$ cat config.mk
export PLATFORM = sky130hd
export DESIGN_NAME = dmem_arbiter
export DESIGN_NICKNAME = d
export VERILOG_FILES = /design/src/rtl/dmem_pkg.sv /design/src/rtl/dmem_lane_fmt.sv /design/src/rtl/dmem_arbiter.sv
export SDC_FILE = /design/constraint.sdc
export NUM_CORES = 1
export LEC_CHECK = 0
export BUFFER_PORTS_ARGS = -buffer_cell sky130_fd_sc_hd__buf_2
export CAP_MARGIN = 20
export CORE_AREA = 2 2 173 107
export DETAILED_ROUTE_END_ITERATION = 7
export DIE_AREA = 0 0 175 109
export MAX_ROUTING_LAYER = met4
export PLACE_DENSITY = 0.71
export SLEW_MARGIN = 5
export SYNTH_ARGS = -nofsm -noshare
export SYNTH_HDL_FRONTEND = slang
export SYNTH_SLANG_ARGS = --single-unit
$ cat constraint.sdc
create_clock -name clk -period 3.9 [get_ports clk]
set_clock_uncertainty 0.15 [all_clocks]
set_input_delay 0.39 -clock clk [delete_from_list [all_inputs] [get_ports clk]]
set_output_delay 0.39 -clock clk [all_outputs]
set_load 0.05 [all_outputs]
$ cat src/rtl/dmem_pkg.sv
// Shared encodings for the data-memory arbiter and the core control logic:
// RV32I load/store modes, FSM state codes and the bus owner.
package dmem_pkg;

  localparam logic [2:0] MODE_B  = 3'b000;
  localparam logic [2:0] MODE_H  = 3'b001;
  localparam logic [2:0] MODE_W  = 3'b010;
  localparam logic [2:0] MODE_BU = 3'b100;
  localparam logic [2:0] MODE_HU = 3'b101;

  typedef logic [1:0] state_t;
  localparam state_t ST_IDLE = 2'd0;
  localparam state_t ST_BUSY = 2'd1;
  localparam state_t ST_RESP = 2'd2;

  typedef enum logic {OWN_A = 1'b0, OWN_B = 1'b1} owner_t;

  // Illegal mode, unsigned store, or misaligned half/word.
  function automatic logic access_fault(input logic we, input logic [2:0] mode,
                                        input logic [1:0] ofs);
    logic bad;
    case (mode)
      MODE_B:  bad = 1'b0;
      MODE_H:  bad = ofs[0];
      MODE_W:  bad = (ofs != 2'b00);
      MODE_BU: bad = we;
      MODE_HU: bad = we | ofs[0];
      default: bad = 1'b1;
    endcase
    return bad;
  endfunction

endpackage

$ cat src/rtl/dmem_lane_fmt.sv
// Combinational byte-lane formatting: store lane enables / replication and
// load byte/half selection with sign or zero extension.
module dmem_lane_fmt
  import dmem_pkg::*;
(
  input  logic [2:0]  mode,
  input  logic [1:0]  ofs,
  input  logic [31:0] wdata,
  input  logic [31:0] word,
  output logic [3:0]  be,
  output logic [31:0] wdata_rep,
  output logic [31:0] rdata
);

  logic [31:0]        shifted;
  logic signed [7:0]  byte_s;
  logic signed [15:0] half_s;

  assign shifted = word >> {ofs, 3'b000};
  assign byte_s  = $signed(shifted[7:0]);
  assign half_s  = $signed(shifted[15:0]);

  always_comb begin
    be        = 4'b0000;
    wdata_rep = '0;
    rdata     = '0;
    case (mode)
      MODE_B: begin
        be        = 4'b0001 << ofs;
        wdata_rep = {4{wdata[7:0]}};
        rdata     = 32'(byte_s);
      end
      MODE_BU: begin
        be        = 4'b0001 << ofs;
        wdata_rep = {4{wdata[7:0]}};
        rdata     = {24'd0, shifted[7:0]};
      end
      MODE_H: begin
        be        = 4'b0011 << ofs;
        wdata_rep = {2{wdata[15:0]}};
        rdata     = 32'(half_s);
      end
      MODE_HU: begin
        be        = 4'b0011 << ofs;
        wdata_rep = {2{wdata[15:0]}};
        rdata     = {16'd0, shifted[15:0]};
      end
      MODE_W: begin
        be        = 4'b1111;
        wdata_rep = wdata;
        rdata     = word;
      end
      default: ;
    endcase
  end

endmodule

$ cat src/rtl/dmem_arbiter.sv
// Two-requester data-memory arbiter with round-robin grant, access checks,
// BUSY timeout and lane formatting. One access in flight at a time.
module dmem_arbiter
  import dmem_pkg::*;
#(
  parameter int TIMEOUT = 255
) (
  input  logic        clk,
  input  logic        reset,
  input  logic        a_req,
  input  logic        a_we,
  input  logic [2:0]  a_mode,
  input  logic [31:0] a_adrs,
  input  logic [31:0] a_wdata,
  output logic [31:0] a_rdata,
  output logic        a_ack,
  output logic        a_err,
  input  logic        b_req,
  input  logic        b_we,
  input  logic [2:0]  b_mode,
  input  logic [31:0] b_adrs,
  input  logic [31:0] b_wdata,
  output logic [31:0] b_rdata,
  output logic        b_ack,
  output logic        b_err,
  output logic        mem_req,
  output logic        mem_we,
  output logic [3:0]  mem_be,
  output logic [31:0] mem_adrs,
  output logic [31:0] mem_wdata,
  input  logic [31:0] mem_rdata,
  input  logic        mem_ready
);

  localparam logic [15:0] TO_M1 = 16'(TIMEOUT - 1);

  state_t      state;
  owner_t      owner, ptr, gnt;
  logic [15:0] cnt;
  logic        err_l;
  logic        we_l, sel_we, req_any, busy, resp;
  logic [2:0]  mode_l, sel_mode;
  logic [31:0] adrs_l, wdata_l, rdata_l, sel_adrs, sel_wdata;
  logic [3:0]  be;
  logic [31:0] wdata_rep, rdata_ext;

  assign req_any   = a_req | b_req;
  assign gnt       = (a_req && b_req) ? ptr : (a_req ? OWN_A : OWN_B);
  assign sel_we    = (gnt == OWN_A) ? a_we    : b_we;
  assign sel_mode  = (gnt == OWN_A) ? a_mode  : b_mode;
  assign sel_adrs  = (gnt == OWN_A) ? a_adrs  : b_adrs;
  assign sel_wdata = (gnt == OWN_A) ? a_wdata : b_wdata;

  dmem_lane_fmt u_fmt (
    .mode      (mode_l),
    .ofs       (adrs_l[1:0]),
    .wdata     (wdata_l),
    .word      (mem_rdata),
    .be        (be),
    .wdata_rep (wdata_rep),
    .rdata     (rdata_ext)
  );

  always_ff @(posedge clk) begin
    if (reset) begin
      state <= ST_IDLE;
      ptr   <= OWN_A;
      owner <= OWN_A;
      cnt   <= '0;
      err_l <= 1'b0;
    end else begin
      case (state)
        ST_IDLE: if (req_any) begin
          owner <= gnt;
          ptr   <= (gnt == OWN_A) ? OWN_B : OWN_A;
          cnt   <= '0;
          if (access_fault(sel_we, sel_mode, sel_adrs[1:0])) begin
            state <= ST_RESP;
            err_l <= 1'b1;
          end else begin
            state <= ST_BUSY;
            err_l <= 1'b0;
          end
        end
        ST_BUSY: begin
          if (mem_ready) begin
            state <= ST_RESP;
          end else if (cnt == TO_M1) begin
            state <= ST_RESP;
            err_l <= 1'b1;
          end else begin
            cnt <= cnt + 16'd1;
          end
        end
        default: state <= ST_IDLE;
      endcase
    end
  end

  // Request fields are frozen at grant; read data is zero for stores and timeouts.
  always_ff @(posedge clk) begin
    if (state == ST_IDLE && req_any) begin
      we_l    <= sel_we;
      mode_l  <= sel_mode;
      adrs_l  <= sel_adrs;
      wdata_l <= sel_wdata;
      rdata_l <= '0;
    end else if (state == ST_BUSY) begin
      rdata_l <= (mem_ready && !we_l) ? rdata_ext : '0;
    end
  end

  assign busy = (state == ST_BUSY) && !reset;
  assign resp = (state == ST_RESP) && !reset;

  assign mem_req   = busy;
  assign mem_we    = busy & we_l;
  assign mem_be    = busy ? be : 4'b0000;
  assign mem_adrs  = busy ? {adrs_l[31:2], 2'b00} : '0;
  assign mem_wdata = busy ? wdata_rep : '0;

  assign a_ack   = resp && (owner == OWN_A);
  assign b_ack   = resp && (owner == OWN_B);
  assign a_err   = a_ack & err_l;
  assign b_err   = b_ack & err_l;
  assign a_rdata = a_ack ? rdata_l : '0;
  assign b_rdata = b_ack ? rdata_l : '0;

endmodule

Word-level counts from Yosys, hierarchy flattened
Cells that the tools add are included.

operators by class
  add/sub/neg operators = 1
  equal/unequal tests = 16
  shift-type cells = 3
  muxes and demuxes = 34
  bitwise gates (word level) = 6
  reduce and logical (&&, ||, !) cells = 20

operators by type and width
  cell                                                                    number
  32-bit two-way mux                                                      7
  32-bit one-hot mux with 5 select lines                                  1
  32-bit one-hot mux with 3 select lines                                  1
  16-bit two-way mux                                                      3
  16-bit one-hot mux with 2 select lines                                  1
  32-bit by 5-bit >> shifter with 16-bit output                           1
  16-bit by 1-bit adder with 16-bit output, second input constant         1
  16-bit by 8-bit equality test with 1-bit output, second input constant  1
  3-bit equality test, second input constant                              4
  4-bit one-hot mux with 3 select lines                                   1
  1-bit two-way mux                                                       11
  2-bit two-way mux                                                       4
  2-bit != test, second input constant                                    4
  4-bit AND reduction                                                     2
  1-bit logical AND                                                       7
  3-bit by 1-bit equality test with 1-bit output, second input constant   2
  3-bit by 2-bit equality test with 1-bit output, second input constant   2
  3-bit logical NOT                                                       2
  1-bit one-hot mux with 5 select lines                                   1
  4-bit two-way mux                                                       1
  2-bit one-hot mux with 2 select lines                                   1
  2-bit AND reduction                                                     2
  2-bit nonzero test                                                      2
  2-bit OR reduction                                                      2
  12 further kinds                                                        16

word-level totals
  register bits = 121
  bits of input ports = 173
  output and inout port bits = 138
  logic and storage cells = 90

Logic depth before layout (Yosys ltp)
Gate-level depths: netlist of run 1.

  depth in word-level cells = 11
  mapped depth = 7
  gate-level depth less buffers = 7

Modules after synthesis
From an unflattened synthesis of run 1, not the netlist that was laid out.

unflattened totals
  cells, all modules = 727
  area total of the unflattened synthesis = 7247.0 µm²

modules (own cells, without submodules)
  module         times used  cells each  area each (µm²)  seq. area each (µm²)
  dmem_arbiter   1           534         6013.3           3103.0
  dmem_lane_fmt  1           193         1233.7           0.0

Worst setup path before layout of run 1
No wires, ideal clock.

  kind = register to register
  start point = register state[1]
  end point = register rdata_l[15]
  setup time = 234 ps
  arrival = 3116 ps
  data required time = 3516 ps
  setup slack = 400 ps
  stages on the path, launching flop included = 5
  buffers on the path = 2
  period minus slack after synthesis = 3500 ps
  cell sequence = dfxtp_1 clkbuf_1 nor3_1 clkbuf_1 o22ai_1

on the way
  cells in the longest elaborated chain, start to end = 2
  elaborated cells between the ends (all ways) = 3
  classes of those cells = eq/ne: 1; reduce/logical: 2

ends and longest elaborated chain
  what                    RTL line             text
  from (decl)             dmem_arbiter.sv:37   state_t state;
  from (signal assigned)  dmem_arbiter.sv:66   state <= ST_IDLE;
  from (signal assigned)  dmem_arbiter.sv:78   state <= ST_RESP;
  from (signal assigned)  dmem_arbiter.sv:81   state <= ST_BUSY;
  2-bit logical NOT       dmem_arbiter.sv:102  if (state == ST_IDLE && req_any) begin
  1-bit logical AND       dmem_arbiter.sv:102
  to (signal assigned)    dmem_arbiter.sv:109  rdata_l <= (mem_ready && !we_l) ? rdata_ext : '0;
  to (decl)               dmem_arbiter.sv:43   logic [31:0] adrs_l, wdata_l, rdata_l, sel_adrs, sel_wdata;

Parallel ways exist; a longest one is shown, timed or not.
A chain may end at the register's enable or synchronous reset.

Worst setup path in the final report of run 1
  start point = register state[0]
  end point = output port mem_wdata[21]

on the way
  cells in the longest elaborated chain, start to end = 3

ends and longest elaborated chain
  what                                            RTL line             text
  2-bit by 1-bit equality test with 1-bit output  dmem_arbiter.sv:113  assign busy = (state == ST_BUSY) && !reset;
  1-bit logical AND                               dmem_arbiter.sv:113
  32-bit two-way mux                              dmem_arbiter.sv:120  assign mem_wdata = busy ? wdata_rep : '0;
  to (decl)                                       dmem_arbiter.sv:30   output logic [31:0] mem_wdata,

Every way passes these cells.

==> results of run 1 <==
-- registers in the layout, indices dropped and copies added (netlist names) --
name / flops
adrs_l: 32
rdata_l: 32
wdata_l: 32
cnt: 16
mode_l: 3
state: 2
err_l: 1
owner: 1
ptr: 1
we_l: 1
-- kinds of logic after synthesis --
logic type | share of synthesized area, %
AOI/OAI and AO/OA | 15.0
xor gates and xnor gates | 0.890
other | 0.0545
adders and majority gates | 0.363
DFF | 45.1
and+or+nand+nor | 21.8
muxes | 13.0
buffers and inverters | 3.71
-- where the power goes --
group          internal (uW)  leakage (uW)  switching (uW)
Combinational            316       0.00272             569
Sequential              1530       0.00109             107
Clock                    962      0.000292             622
Total                   2810       0.00410            1300
-- layout make-up --
type | count | area [um^2]
fillers | 1649 | 8380
well taps | 240 | 300
inverters | 7 | 26.3
clock buffers | 20 | 480
repair buffers | 321 | 1660
multi-input cells | 532 | 3570
flip-flops and latches | 121 | 3100
clock inverters | 12 | 109
-- worst paths after layout --
| kind | startpoint | endpoint | slack [ns] |
|---|---|---|---|
| worst min register to register | rdata_l[4]$_SDFFE_PP0P_ | rdata_l[4]$_SDFFE_PP0P_ | 0.32 |
| worst max register to register | state[0]$_SDFFE_PP0P_ | rdata_l[19]$_SDFFE_PP0P_ | 1.19 |
| worst max-delay path | state[0]$_SDFFE_PP0P_ | mem_wdata[21] | 0.34 |
| worst min-delay path | mem_rdata[4] | rdata_l[4]$_SDFFE_PP0P_ | 0.14 |
-- cell usage in the layout, fill, tap and decap left out, types with 9 or more instances in the layout --
cell type | Yosys | layout
clkbuf_16 | 0 | 19
buf_2 | 5 | 307
dfxtp_1 | 53 | 53
nor2_1 | 45 | 45
and2_1 | 100 | 100
nand2_1 | 69 | 69
o21ai_0 | 14 | 14
mux2_2 | 69 | 69
mux2i_1 | 12 | 12
a21boi_0 | 18 | 17
edfxtp_1 | 68 | 68
buf_4 | 2 | 11
a21oi_1 | 64 | 64
a221oi_1 | 18 | 18
nand3_1 | 9 | 9
-- worst max-delay path: cells and delay by family, from the launching register on --
family | cells | cell delay, ns
AO/OA/AOI/OAI | 1 | 0.26
AND/OR/NAND/NOR | 3 | 0.97
buffers and inverters | 3 | 0.67
flip-flops | 1 | 0.70
-- layer usage --
layer	routed length (um)	global-route usage (%)	up-vias
li1	-	-	3143
met3	1680	4.25	13
met4	180	5.71	0
met1	9870	31.4	2983
met2	10000	35.4	324
met5	0	-	-
-- metrics by stage --
step	std cells	setup WS (ns)	power, uW
4_1_cts	1252	0.326	4140
3_3_place_gp	1220	0.824	2530
5_1_grt	1253	0.0273	4290
6_report	1253	0.344	4110
2_1_floorplan	714	0.400	2230
3_5_place_dp	1220	0.767	2540
==> key figures, run 1 <==
CTS
  • CTS Hold Bufs: 0
  • CTS tree: built
  • CTS buffer count: 17
  • Htree depth: 4
  • Clock-pin slew of the registers on the worst-case setup and hold paths: 0.06 ns
  • Worst-case clock buffer depth: 2
  • Worst-Skew Late Latency: 0.40 ns
  • Post-cts resize count: 0
  • Root Buffer: clkbuf_16
  • Count of clock tree sinks: 121
  • Post-CTS Setup Bufs: 0

STA
  • Worst slew margin: 40.2%
  • Slew Limit Fails: 0
  • Fin crit period: 3.56 ns
  • Setup TNS Final: 0 ns
  • # setup viols final: 0
  • RSZ-0062 raised after global routing: no
  • Final Hold Viols: 0
  • Fmax: 281 MHz
  • Least-Margin Pin Slew: 0.897 ns
  • Period utilization: 91.2%
  • Hold Slack: 0.135 ns

Drt
  • Total routed wirelength: 21.8 mm
  • Drt pass-1 iters: 5
  • Via-per-instance ratio: 5.16
  • Initial DRC count: 483
  • Wirelength per Cell: 17.4 um
  • Final ANT Viol Nets: 0
  • Drt drc: 0
  • Total number of vias: 6463

Finish
  • Fin util: 52.5%
  • # diodes: 0
  • Area grow syn2layout: 34.4%
  • Post-Layout Inst Area: 9260 um^2
  • Layout Nets: 1175
  • Layout cell share with drive strength beyond 1: 43.3%

Global routing
  • Vias in the first global route: 5797
  • Antenna violations before repair: 0
  • GRT overflow: 0
  • First-pass GRT wire length: 32.6 mm
  • Pin count of the biggest net entering global routing: 100
  • Total GRT Usage: 23.0%

Synthesis
  • Top-count cell post-synth: and2_1
  • Synthesis Warnings: 0
  • Syn Inst Count: 713
  • Post-synth cell types: 55
  • Yosys reg bits: 121
  • Most used DFF post-synth: edfxtp_1
  • Top-area cell type share of the netlist area: 29.7%
  • Top post-synthesis cells by area: edfxtp_1 30%, dfxtp_1 15%, mux2_2 11%
  • Synth top cells by count: 100 x and2_1, 69 x mux2_2, 69 x nand2_1, 68 x edfxtp_1, 64 x a21oi_1
  • Cell area after synthesis: 6890 um^2
  • Sequential share of the synthesized area: 45.1%
  • Area leader, netlist: edfxtp_1
  • Syn Area/Cell: 9.66 um^2
  • Post-synth EDFFs: 68
  • Ys async rst share: 0%

Placement
  • Post-DP HPWL: 15.9 mm
  • I/O Buffers: 308
  • RePlAce Congestion: 0.893
  • Post-DP Area: 8660 um^2

Die
  • Rows: 38
  • Starting Density: 39.0%
  • Die ar.: 19100 um^2
  • Die width: 175 um
  • Core ar.: 17600 um^2
  • Die height: 109 um
  • Top-level I/O count: 311

Worst setup path
  • R2r worst-path depth: 5
  • CP peak stage delay: 0.70 ns
  • CP cell instances: nand2b_1 -> or2_2 -> inv_1 -> buf_4 -> nand2_1 -> a21oi_1 -> buf_2
  • Crit Path Max Fanout: 42
  • Startpoint Class: flop
  • Critical path arrival: 3.02 ns
  • Slowest cell on crit path: dfxtp_1
  • Critical Path RT: 3.36 ns
  • Setup Crit Path Kind: flop to output port
  • CP Capture Type: output port

Power
  • Maximum VDD drop: 0.273 mV
  • Leak Pwr: 0.00410 uW
  • Power density cells: 444 nW/um^2

Flow run
  • Max-cap violations: 0

Worst hold path
  • Hold Path Class: input pin to flop
  • Hold Path Depth: 3

Status
  • Status: completed
Note: power is estimated with default switching activity, not from simulation.
==> inputs of run 2 (changes only) <==
- CELL_PAD_IN_SITES_DETAIL_PLACEMENT: not set -> 0
- CELL_PAD_IN_SITES_GLOBAL_PLACEMENT: not set -> 1
- CORE_AREA: 2 2 173 107 -> 2 2 187 115
- DIE_AREA: 0 0 175 109 -> 0 0 189 117
- PLACE_DENSITY: 0.71 -> 0.83
- SKIP_LAST_GASP: not set -> 1
- SYNTH_HIERARCHICAL: not set -> 1
==> run 2 against run 1 <==
Net effect: via count down 0.88%; clock power shrank 6%; sequential share of layout area down 1.0 points; hold slack lost 0.0053 ns; routed wire length up 1.1%; area after synthesis up 5.3%; register-to-register slack got worse by 0.09 ns; combinational power fell by 9.7%; worst setup slack improved by 0.36 ns; total power down 5.7%; die area increased by 16%; largest cell class unchanged; highest routed layer unchanged.
==> key figures, run 2 <==
Status
  • Status: completed (unchanged)

Worst setup path
  • Critical Path RT: 3.36 ns (about the same)
  • Crit Path Max Fanout: 38 (was 42)
  • R2r worst-path depth: 7 (was 5)
  • Setup Crit Path Kind: flop to output port (unchanged)
  • Worst reg2reg setup slack: 1.10 ns (was 1.19 ns)
  • Reg2reg start: mode_l[1]$_DFFE_PP_ (was state[0]$_SDFFE_PP0P_)
  • Startpoint Class: flop (unchanged)
  • RR Endpoint: rdata_l[24]$_SDFFE_PP0P_ (was rdata_l[19]$_SDFFE_PP0P_)
  • Critical path arrival: 2.66 ns (was 3.02 ns)
  • CP Capture Type: output port (unchanged)

Die
  • Die ar.: 22100 um^2 (was 19100 um^2)
  • Die height: 117 um (was 109 um)
  • Die width: 189 um (was 175 um)
  • Core ar.: 20600 um^2 (was 17600 um^2)
  • Rows: 41 (was 38)
  • Top-level I/O count: 311 (unchanged)
  • Starting Density: 35.2% (was 39.0%)

Drt
  • Drt pass-1 iters: 5 (unchanged)
  • Final ANT Viol Nets: 0 (unchanged)
  • Total number of vias: 6406 (was 6463)
  • Wirelength per Cell: 16.8 um (was 17.4 um)
  • Initial DRC count: 417 (was 483)
  • Total routed wirelength: 22.0 mm (was 21.8 mm)
  • Drt drc: 0 (unchanged)
  • Via-per-instance ratio: 4.90 (was 5.16)

Global routing
  • Total GRT Usage: 20.2% (was 23.0%)
  • Pin count of the biggest net entering global routing: 64 (was 100)
  • First-pass GRT wire length: 33.3 mm (was 32.6 mm)
  • GRT overflow: 0 (unchanged)
  • Vias in the first global route: 5833 (was 5797)
  • Antenna violations before repair: 1 (was 0)

Synthesis
  • Most used DFF post-synth: edfxtp_1 (unchanged)
  • Sequential share of the synthesized area: 42.8% (was 45.1%)
  • Top-area cell type share of the netlist area: 28.2% (was 29.7%)
  • Syn Inst Count: 727 (was 713)
  • Synthesis Warnings: 6 (was 0)
  • Synth top cells by count: 141 x and2_1, 68 x edfxtp_1, 66 x mux2_2, 53 x dfxtp_1, 47 x nand2_1 (was 100 x and2_1, 69 x mux2_2, 69 x nand2_1, 68 x edfxtp_1, 64 x a21oi_1)
  • Yosys reg bits: 121 (unchanged)
  • Cell area after synthesis: 7250 um^2 (was 6890 um^2)
  • Top post-synthesis cells by area: edfxtp_1 28%, dfxtp_1 15%, and2_1 12% (was edfxtp_1 30%, dfxtp_1 15%, mux2_2 11%)
  • Area leader, netlist: edfxtp_1 (unchanged)
  • Post-synth EDFFs: 68 (unchanged)
  • Top-count cell post-synth: and2_1 (unchanged)
  • Ys async rst share: 0% (unchanged)
  • Post-synth cell types: 65 (was 55)
  • Syn Area/Cell: 9.97 um^2 (was 9.66 um^2)

CTS
  • CTS Hold Bufs: 0 (unchanged)
  • Htree depth: 4 (unchanged)
  • Worst-case clock buffer depth: 2 (unchanged)
  • Root Buffer: clkbuf_16 (unchanged)
  • CTS tree: built (unchanged)
  • Clock-pin slew of the registers on the worst-case setup and hold paths: 0.06 ns (about the same)
  • Worst-Skew Late Latency: 0.40 ns (about the same)
  • Post-cts resize count: 0 (unchanged)
  • Post-CTS Setup Bufs: 0 (unchanged)
  • Count of clock tree sinks: 121 (unchanged)
  • CTS buffer count: 17 (unchanged)

Finish
  • Regs by FF count: adrs_l x32, rdata_l x32, wdata_l x32 (unchanged)
  • Post-Layout Inst Area: 9540 um^2 (was 9260 um^2)
  • Layout Nets: 1190 (was 1175)
  • Layout cell share with drive strength beyond 1: 44.6% (was 43.3%)
  • Area grow syn2layout: 31.7% (was 34.4%)
  • Most frequent cells in the layout: 308 x buf_2, 141 x and2_1, 68 x edfxtp_1 (was 307 x buf_2, 100 x and2_1, 69 x nand2_1, 69 x mux2_2, 68 x edfxtp_1)
  • Most common cell after layout, fill and taps aside: buf_2 (unchanged)
  • # diodes: 0 (unchanged)

Worst hold path
  • WHS Endpoint: wdata_l[29]$_DFFE_PP_ (was rdata_l[4]$_SDFFE_PP0P_)
  • Hold Path Depth: 2 (was 3)
  • Worst Min Path Start: b_wdata[29] (was mem_rdata[4])
  • Hold Path Class: input pin to flop (unchanged)

Placement
  • Post-DP Area: 8980 um^2 (was 8660 um^2)
  • RePlAce Congestion: 0.873 (was 0.893)
  • Place WS: 1.10 ns (was 0.767 ns)
  • I/O Buffers: 308 (unchanged)
  • Post-DP HPWL: 16.7 mm (was 15.9 mm)

STA
  • Period utilization: 82.0% (was 91.2%)
  • Slew Limit Fails: 0 (unchanged)
  • Setup TNS Final: 0 ns (unchanged)
  • Final Hold Viols: 0 (unchanged)
  • # setup viols final: 0 (unchanged)
  • Final Worst Setup Slack: 0.702 ns (was 0.344 ns)
  • Least-Margin Pin Slew: 1.01 ns (was 0.897 ns)
  • RSZ-0062 raised after global routing: no (unchanged)
  • Fmax: 313 MHz (was 281 MHz)
  • Fin crit period: 3.20 ns (was 3.56 ns)
  • Worst slew margin: 32.7% (was 40.2%)

Power
  • Power density cells: 406 nW/um^2 (was 444 nW/um^2)
  • Maximum VDD drop: 0.259 mV (was 0.273 mV)
  • Leak Pwr: 0.00427 uW (was 0.00410 uW)

Flow run
  • Max-cap violations: 0 (unchanged)
## run 2: critical path, stage by stage, from the launching register on
cell and delay, ns:
dfxtp_1 0.63, nand2b_1 0.12, or2_1 0.28, inv_2 0.40, buf_4 0.38, and2_1 0.19, buf_2 0.26
## run 2: through the flow
step	total power, uW	instances	utilization (%)	hold slack (ns)
final	3870	1307	46.4	0.130
after global routing	4060	1307	46.4	0.121
after CTS	3910	1306	46.4	0.113
after detailed placement	2410	1274	43.7	0.344
after global placement	2400	1274	43.7	0.328
after floorplan	2150	728	-	0.307
## run 2: how the worst max path moves through the flow
stage	slack [ns]	depth (start not counted)	endpoint	from
3_5_place_dp	1.10	6	mem_wdata[0]	state[0]$_SDFFE_PP0P_
4_1_cts	0.65	6	mem_adrs[26]	state[0]$_SDFFE_PP0P_
6_report	0.70	6	mem_adrs[26]	state[0]$_SDFFE_PP0P_
5_1_grt	0.48	6	mem_adrs[26]	state[0]$_SDFFE_PP0P_
3_3_place_gp	1.11	6	mem_adrs[26]	state[0]$_SDFFE_PP0P_
2_1_floorplan	0.39	3	adrs_l[0]$_DFFE_PP_	state[0]$_SDFFE_PP0P_
## run 2: layer usage
metal / vias up / GRT usage [%] / wire length [um] / part of all wire, %
met1: 2967 / 27.8 / 10400 / 47
met5: - / - / 0 / 0
li1: 3180 / - / - / -
met4: 0 / 3.59 / 111 / 0.50
met2: 251 / 31.2 / 9960 / 45
met3: 8 / 4.00 / 1550 / 7.0
## run 2: report_power, final
part	switching [uW]	internal (uW)
Clock	611	876
Combinational	483	315
Sequential	84.9	1500
Total	1180	2690
## run 2: area by class of cell
class / instances / area (um^2)
clock buffer: 17 / 425
tap: 279 / 349
inverter: 2 / 7.51
timing repair buffer: 323 / 1670
sequential: 121 / 3100
fill: 2018 / 11000
clock inverter: 15 / 126
multi-input combinational: 550 / 3870
## run 2: kinds of logic after synthesis
group / share of synthesized area, %
compound gates: 15.7
xor+xnor: 0.846
fa+ha+maj: 0.345
buf+inv: 4.28
flops: 42.8
mux: 11.9
other cells: 0.0517
simple gates: 24.0
==> inputs of run 3 (changes only) <==
- clock period: 3.9 -> 3 ns (I/O delays scaled with it)
==> run 3 against run 2 <==
Net effect: worst setup slack worse by 0.46 ns; critical path depth is 1 lower; combinational power is 33% higher; sequential power is 29% higher; core utilization is 1.2 points higher; final cell count hardly changed.
==> key figures, run 3 (synthesis results as in run 2) <==
Status
  • Status: completed (unchanged)

Finish
  • Layout cell share with drive strength beyond 1: 44.6% (about the same)
  • Post-Layout Inst Area: 9790 um^2 (was 9540 um^2)
  • Most frequent cells in the layout: 300 x buf_2, 141 x and2_1, 68 x edfxtp_1 (was 308 x buf_2, 141 x and2_1, 68 x edfxtp_1)
  • # diodes: 0 (unchanged)
  • Area grow syn2layout: 35.1% (was 31.7%)
  • Fillers: 2011 (was 2018)
  • Most common cell after layout, fill and taps aside: buf_2 (unchanged)
  • Layout Nets: 1191 (was 1190)
  • Regs by FF count: adrs_l x32, rdata_l x32, wdata_l x32 (unchanged)
  • Fin cells: 1308 (was 1307)

Worst setup path
  • Reg2reg start: adrs_l[0]$_DFFE_PP_ (was mode_l[1]$_DFFE_PP_)
  • CP cell instances: nor2b_1 -> a21oi_1 -> o21ai_0 -> and2_1 -> buf_2 (was nand2b_1 -> or2_1 -> inv_2 -> buf_4 -> and2_1 -> buf_2)
  • Critical path arrival: 2.31 ns (was 2.66 ns)
  • Setup Crit Path Kind: flop to output port (unchanged)
  • Slowest cell on crit path: edfxtp_1 (was dfxtp_1)
  • RR Endpoint: rdata_l[27]$_SDFFE_PP0P_ (was rdata_l[24]$_SDFFE_PP0P_)
  • Worst reg2reg setup slack: 0.67 ns (was 1.10 ns)
  • CP peak stage delay: 0.67 ns (was 0.63 ns)
  • Startpoint Class: flop (unchanged)
  • Critical Path RT: 2.55 ns (was 3.36 ns)
  • Crit Path Max Fanout: 17 (was 38)
  • CP Capture Type: output port (unchanged)
  • R2r worst-path depth: 7 (unchanged)

Die
  • Die width: 189 um (unchanged)
  • Core ar.: 20600 um^2 (unchanged)
  • Rows: 41 (unchanged)
  • Top-level I/O count: 311 (unchanged)
  • Starting Density: 35.2% (unchanged)
  • Die height: 117 um (unchanged)
  • Die ar.: 22100 um^2 (unchanged)

CTS
  • CTS Hold Bufs: 0 (unchanged)
  • Worst-case clock buffer depth: 2 (unchanged)
  • Clock-pin slew of the registers on the worst-case setup and hold paths: 0.06 ns (about the same)
  • CTS tree: built (unchanged)
  • Count of clock tree sinks: 121 (unchanged)
  • Post-cts resize count: 0 (unchanged)
  • CTS buffer count: 17 (unchanged)
  • Htree depth: 4 (unchanged)
  • Root Buffer: clkbuf_16 (unchanged)
  • Post-CTS Setup Bufs: 0 (unchanged)
  • Worst-Skew Late Latency: 0.40 ns (about the same)

STA
  • Fmax: 363 MHz
  • Hold Slack: 0.0401 ns (was 0.130 ns)
  • # setup viols final: 0 (unchanged)
  • Period utilization: 91.9%
  • Slew Limit Fails: 0 (unchanged)
  • Setup TNS Final: 0 ns (unchanged)
  • Fin crit period: 2.76 ns
  • Worst slew margin: 54.9% (was 32.7%)
  • RSZ-0062 raised after global routing: no (unchanged)
  • Final Hold Viols: 0 (unchanged)
  • Least-Margin Pin Slew: 0.677 ns (was 1.01 ns)

Drt
  • Via-per-instance ratio: 4.92 (was 4.90)
  • Final ANT Viol Nets: 0 (unchanged)
  • Drt drc: 0 (unchanged)
  • Wirelength per Cell: 16.3 um (was 16.8 um)
  • Total number of vias: 6429 (was 6406)
  • Drt pass-1 iters: 5 (unchanged)
  • Initial DRC count: 451 (was 417)
  • Total routed wirelength: 21.4 mm (was 22.0 mm)

Power
  • Comb power frac: 19.8% (was 20.6%)
  • Power density cells: 549 nW/um^2 (was 406 nW/um^2)
  • Switching power: 1520 uW (was 1180 uW)
  • Clock power share: 42.2% (was 38.4%)
  • Internal: 3860 uW (was 2690 uW)
  • Leak Pwr: 0.00436 uW (was 0.00427 uW)
  • Maximum VDD drop: 0.381 mV (was 0.259 mV)
  • Flop pwr share: 38.1% (was 41.0%)
  • Switching Share: 28.2% (was 30.5%)

Global routing
  • Vias in the first global route: 5731 (was 5833)
  • First-pass GRT wire length: 32.1 mm (was 33.3 mm)
  • GRT overflow: 0 (unchanged)
  • Pin count of the biggest net entering global routing: 72 (was 64)
  • Total GRT Usage: 19.5% (was 20.2%)
  • Antenna violations before repair: 0 (was 1)

Placement
  • Post-DP Area: 9150 um^2 (was 8980 um^2)
  • Placed cell count: 1276 (was 1274)
  • RePlAce Congestion: 0.894 (was 0.873)
  • I/O Buffers: 308 (unchanged)
  • Post-DP HPWL: 16.3 mm (was 16.7 mm)

Worst hold path
  • Hold Path Class: input pin to flop (unchanged)
  • Worst Min Path Start: a_wdata[28] (was b_wdata[29])
  • WHS Endpoint: wdata_l[28]$_DFFE_PP_ (was wdata_l[29]$_DFFE_PP_)
  • Hold Path Depth: 2 (unchanged)

Flow run
  • Max-cap violations: 0 (unchanged)
run 3: worst max-delay path, delay by kind of cell, from the launching register on:
family          cells  cell delay (ns)
compound gates      2             0.22
buf+inv             1             0.28
flops               1             0.67
simple gates        2             0.74
run 3: per-stage QoR:
| stage | worst slack (ns) | power, uW | util (%) |
|---|---|---|---|
| global route | 0.0136 | 5620 | 47.6 |
| detailed placement | 0.689 | 3150 | 44.5 |
| CTS | 0.250 | 5440 | 47.6 |
| global placement | 0.639 | 3140 | 44.5 |
| finish | 0.242 | 5380 | 47.6 |
| floorplan | 0.572 | 2790 | - |
run 3: worst max path at each step:
stage                        startpoint          end  slack, ns
floorplan                         reset  a_rdata[22]       0.57
global placement    adrs_l[0]$_DFFE_PP_    mem_be[2]       0.64
detailed placement  adrs_l[0]$_DFFE_PP_    mem_be[2]       0.69
CTS                 adrs_l[0]$_DFFE_PP_    mem_be[2]       0.25
global route        adrs_l[0]$_DFFE_PP_    mem_be[2]       0.01
finish              adrs_l[0]$_DFFE_PP_    mem_be[2]       0.24
run 3: layout make-up:
type | instances | area, um^2 | area share, %
Clock buffer | 17 | 425 | 4.34
Tap cell | 279 | 349 | 3.56
Clock inverter | 15 | 223 | 2.27
Timing Repair Buffer | 324 | 1820 | 18.6
Sequential cell | 121 | 3100 | 31.7
Multi-Input combinational cell | 550 | 3870 | 39.5
Inverter | 2 | 7.51 | 0.0767
run 3: layer usage:
metal / wire length (um) / global-route usage, % / vias to the layer above
li1: - / - / 3178
met1: 10100 / 26.3 / 3011
met2: 9990 / 31.4 / 236
met3: 1150 / 3.28 / 4
met4: 71 / 3.49 / 0
met5: 0 / - / -
run 3: power by group through the flow:
stage | registers (uW) | logic [uW] | clock network, uW
global route | 2070 | 1170 | 2390
detailed placement | 2080 | 1070 | 0
global placement | 2080 | 1060 | 0
CTS | 2050 | 1070 | 2320
finish | 2050 | 1060 | 2270
floorplan | 2030 | 766 | 0
